$ cat config.mk
export PLATFORM = sky130hd
export DESIGN_NAME = pse_area_calc
export DESIGN_NICKNAME = d
export VERILOG_FILES = /design/src/rtl/pse_area_calc.sv
export SDC_FILE = /design/constraint.sdc
export NUM_CORES = 1
export LEC_CHECK = 0
export CAP_MARGIN = 20
export CORE_ASPECT_RATIO = 1.5
export CORE_MARGIN = 2
export CORE_UTILIZATION = 50
export DETAILED_ROUTE_END_ITERATION = 8
export GPL_ROUTABILITY_DRIVEN = 1
export MAX_ROUTING_LAYER = met4
export PLACE_DENSITY = 0.69
export REMOVE_ABC_BUFFERS = 1
export SLEW_MARGIN = 20
export SYNTH_ARGS = -nofsm -noshare
export SYNTH_HDL_FRONTEND = slang
export SYNTH_SLANG_ARGS = --single-unit
$ cat constraint.sdc
create_clock -name clk -period 16.2 [get_ports clk]
set_clock_uncertainty 0.05 [all_clocks]
set_input_delay 2.43 -clock clk [delete_from_list [all_inputs] [get_ports clk]]
set_output_delay 2.43 -clock clk [all_outputs]
set_load 0.02 [all_outputs]
$ cat src/rtl/pse_area_calc.sv
// pse_area_calc
//   Streaming shoelace-area consumer for the clockwise point sorter.
//   Accepts one polygon per frame as a valid/X/Y point stream. It accumulates
//   the shoelace sum, closes the polygon back to its first point, and
//   reports twice the enclosed area together with the winding sign.
//
// Parameters
//   CW : coordinate width (unsigned coordinates)
//   AW : signed accumulator width, at least 2*CW+4
//
// Ports
//   clk        : rising-edge clock
//   reset      : asynchronous active-high reset, clears all state
//   valid      : point strobe, one point per cycle while high
//   Xin, Yin   : point coordinates, sampled when valid=1
//   point_num  : points in the frame, latched on the frame's first valid
//   area_valid : one-cycle strobe, area2/orient just updated
//   area2      : |shoelace sum| (twice the polygon area)
//   orient     : 1 when the signed sum was negative (clockwise)
module pse_area_calc #(
    parameter int CW = 10,
    parameter int AW = 24
) (
    input  logic            clk,
    input  logic            reset,
    input  logic            valid,
    input  logic [CW-1:0]   Xin,
    input  logic [CW-1:0]   Yin,
    input  logic [2:0]      point_num,
    output logic            area_valid,
    output logic [2*CW:0]   area2,
    output logic            orient
);

    typedef enum logic [1:0] {IDLE, ACC, CLOSE} state_t;

    state_t state, state_next;

    logic [CW-1:0]        fx, fy, px, py;
    logic [2:0]           n, cnt;
    logic signed [AW-1:0] acc;

    logic                 start_ok, last_pt;
    logic                 load_first, acc_step, do_close;
    logic signed [AW-1:0] step_term, close_sum;

    // term(a,b) = ax*by - bx*ay. Operands are zero-extended so the unsigned
    // products stay exact. The signed difference is then sign-extended to AW.
    function automatic logic signed [AW-1:0] term(
        input logic [CW-1:0] ax,
        input logic [CW-1:0] ay,
        input logic [CW-1:0] bx,
        input logic [CW-1:0] by
    );
        logic [2*CW-1:0]   m1, m2;
        logic signed [2*CW:0] t;
        m1 = {{CW{1'b0}}, ax} * {{CW{1'b0}}, by};
        m2 = {{CW{1'b0}}, bx} * {{CW{1'b0}}, ay};
        t  = $signed({1'b0, m1}) - $signed({1'b0, m2});
        return {{(AW-2*CW-1){t[2*CW]}}, t};
    endfunction

    // Magnitude of the closed sum. It always fits in 2*CW+1 bits for convex
    // polygons inside the coordinate box, so only the low bits are kept.
    function automatic logic [2*CW:0] abs_trunc(input logic signed [AW-1:0] s);
        logic signed [AW-1:0] m;
        m = s[AW-1] ? -s : s;
        return m[2*CW:0];
    endfunction

    assign start_ok  = valid && (point_num >= 3'd3);
    assign last_pt   = ((cnt + 3'd1) == n);
    assign step_term = term(px, py, Xin, Yin);
    assign close_sum = acc + term(px, py, fx, fy);

    always_ff @(posedge clk or posedge reset) begin
        if (reset) state <= IDLE;
        else       state <= state_next;
    end

    always_comb begin
        state_next = state;
        unique case (state)
            IDLE:    if (start_ok) state_next = ACC;
            ACC:     if (valid && last_pt) state_next = CLOSE;
            // A point arriving during CLOSE opens the next frame at once.
            CLOSE:   state_next = start_ok ? ACC : IDLE;
            default: state_next = IDLE;
        endcase
    end

    always_comb begin
        load_first = 1'b0;
        acc_step   = 1'b0;
        do_close   = 1'b0;
        unique case (state)
            IDLE:    load_first = start_ok;
            ACC:     acc_step   = valid;
            CLOSE: begin
                do_close   = 1'b1;
                load_first = start_ok;
            end
            default: ;
        endcase
    end

    always_ff @(posedge clk or posedge reset) begin
        if (reset) begin
            fx         <= '0;
            fy         <= '0;
            px         <= '0;
            py         <= '0;
            n          <= '0;
            cnt        <= '0;
            acc        <= '0;
            area_valid <= 1'b0;
            area2      <= '0;
            orient     <= 1'b0;
        end else begin
            area_valid <= do_close;
            if (do_close) begin
                area2  <= abs_trunc(close_sum);
                orient <= close_sum[AW-1];
            end
            if (load_first) begin
                fx  <= Xin;
                fy  <= Yin;
                px  <= Xin;
                py  <= Yin;
                n   <= point_num;
                cnt <= 3'd1;
                acc <= '0;
            end else if (acc_step) begin
                acc <= acc + step_term;
                px  <= Xin;
                py  <= Yin;
                cnt <= cnt + 3'd1;
            end
        end
    end

endmodule

==> summary.txt <==
Status - completed
Synth Cell Area - 20170 um^2
Rel. slew slack - 20.89%
Max_cap viols - 0
Synth Area in Compound Gates - 7.847%
Post-DP HPWL - 40110 um
Antenna violations before repair - 0
Slew Viols, Final - 0
Setup bufs post-CTS - 0
Final ANT Viol Nets - 0
Clk buf depth - 2
Vias/cell - 5.477
First-pass GRT wire length - 84000 um
Vias in the first global route - 17062
Setup TNS - 0 ns
Share of cells above drive strength 1 - 3.595%
Crit start category - input pin
Clk_lat worst skew - 0.40 ns
Residual DRC - 0
Placed Cells - 2743
Post-synth EDFFs - 0
Post-CTS sizing - 0
Post-cts hold buffer count - 0
Synth Area per Inst - 8.885 um^2
DIE HEIGHT - 250.0 um
Crit path DAT - 11.53 ns
Endpoints failing setup - 0
Post-synth cell types - 62
XOR/XNOR share of the synthesized area - 4.268%
Synth-to-layout area growth - 5.993%
Worst-path clk slew - 0.08 ns
Worst Slack Setup Final - 4.926 ns
Global route overflow - 0
Routed wire length per instance - 17.89 um
Largest net degree at the start of global routing - 52
Port Buffer Count - 48
Share of the synthesized area in the top cell type - 32.36%
Gr usage total - 26.20%
Largest cells by area after synthesis - fa_1 32%, ha_1 16%, dfrtp_1 12%, inv_1 8.3%, and2_1 6.7%
Pre-CTS WS - 4.641 ns
Crit path required time - 16.45 ns
Leading area contributor after synthesis - fa_1
HP Class - register to register
CTS H-tree depth - 3
Fin area - 21380 um^2
Fin. Hold Viols - 0
Most frequent cells in the layout - 447 x inv_1, 331 x nand2_1, 326 x fa_1
I/O pin count - 49
Most used flip-flop cell after synthesis - dfrtp_1
Die footprint - 42000 um^2
Largest family of logic cells by synthesized area - adder cells
Worst Path Max Fanout - 12
Yosys reg bits - 95
Fin cells - 2759
Rows - 90
Post-synthesis sequential area ratio - 11.79%
RSZ-0062 raised after global routing - false
Cell Area, Placed - 21050 um^2
Total Wirelength - 49350 um
Total length of routed met2 wires - 27550 um
Cells after synthesis - 2270
Initial DRC Count - 595
Worst slew pin tran - 1.187 ns
M1 WL - 17460 um
Simple-gate share of the synthesized area - 16.33%
Vias post-DR - 15110
Most common cell after layout, fill and taps aside - inv_1
CTS tree - yes
Post-synthesis adder-cell area fraction - 47.99%
Ant. Diodes - 0
Top Metal Used - met4
Yosys warnings - 0
Placer Congestion - 0.9151
Initial core utilization - 50.45%
TritonRoute pass-1 iters - 5
CP Class - input pin to register
CTS Buf Count - 9
Fin crit share - 69.60%
Met3 routed WL - 1427 um
Die X - 168.0 um
Final period demand of the worst path - 11.27 ns
CTS root buf - clkbuf_16
Worst Setup End Kind - register
Post-synth ARST share - 100.0%
Post-synthesis mux area share - 1.557%
Clock sinks - 95
CORE AREA - 39980 um^2
Nets - 2852
Peak Freq - 88.70 MHz
-- final timing paths --
path / from / endpoint / slack, ns / depth (start not counted)
worst min register to register: area2[6] / area2[6] / 0.44 / 2
max in group asynchronous: reset / area2[6] / 12.51 / 3
worst max register to register: px[4] / acc[23] / 6.66 / 27
worst max-delay path: Yin[4] / acc[23] / 4.93 / 28
worst min-delay path: area2[6] / area2[6] / 0.44 / 2
min in group asynchronous: reset / fx[9] / 2.46 / 2
-- logic make-up (layout without fill, tap and decap cells) --
group                    after synthesis  after routing
AO/OA/AOI/OAI                        242            242
XOR/XNOR                              95             95
adder cells (fa/ha/maj)              578            578
buffers and inverters                547            530
flip-flops                            95             95
multiplexers                          28             28
AND/OR/NAND/NOR                      685            685
-- synth_stat cells, types with 3 or more instances --
cell      count
inv_1       448
nand2_1     331
fa_1        326
ha_1        252
and2_1      216
clkbuf_1     97
dfrtp_1      95
o21ai_0      69
nor2_1       58
xnor2_1      56
a21oi_1      54
xor2_1       37
mux2_2       27
a21o_1       25
nor3_1       17
o21a_1       12
nand2b_1     10
nand3_1      10
nor2b_1      10
o22ai_1      10
o21bai_1      9
a211oi_1      8
and3_1        8
o211ai_1      8
a31oi_1       7
o21ai_1       6
o31ai_1       6
or3_1         6
nand4_1       4
or2_2         4
nand3b_1      3
-- metal layers --
metal	vias to the layer above	track usage, %
met5	-	-
met4	0	13.74
met3	192	2.442
met2	359	49.52
met1	7627	26.46
li1	6932	-
-- layout make-up --
type | count | area (um^2)
Clock buffer | 9 | 225.2
Clock inverter | 7 | 101.3
Fill cell | 3534 | 18600
Inverter | 448 | 1684
Multi-Input combinational cell | 1628 | 15740
Sequential cell | 95 | 2377
Tap cell | 506 | 633.1
Timing Repair Buffer | 66 | 615.6
-- through the flow --
| stage | util (%) | hold slack (ns) |
|---|---|---|
| after CTS | 53.47 | 0.4397 |
| after detailed placement | 52.65 | 0.4209 |
| after global routing | 53.48 | 0.4701 |
| final | 53.48 | 0.4358 |
| after floorplan | - | 0.4338 |
| after global placement | 52.65 | 0.4175 |
-- sequential cells by signal (all words and copies together) (netlist names) --
name / count
py: 10
fy: 10
area2: 21
n: 3
area_valid: 1
px: 10
acc: 24
orient: 1
cnt: 3
fx: 10
state: 2
-- critical path, stage by stage --
cell	delay, ns
clkdlybuf4s50_1	0.93
nand2_1	0.15
fa_1	0.55
fa_1	0.44
fa_1	0.49
inv_1	0.05
fa_1	0.52
inv_1	0.07
fa_1	0.53
inv_1	0.05
fa_1	0.49
fa_1	0.43
ha_1	0.33
o21ai_0	0.12
o31ai_1	0.59
xor2_1	0.31
ha_1	0.34
a2111oi_0	0.54
o21ai_0	0.17
a21oi_1	0.31
o31ai_1	0.19
nor4_1	0.21
nor3_1	0.13
a41o_1	0.27
o41a_1	0.32
xnor2_1	0.14
or3_1	0.32
o21ai_1	0.08
Power is not shown: default switching activity piles up to over one toggle a cycle in this logic, so the estimate is an artifact.
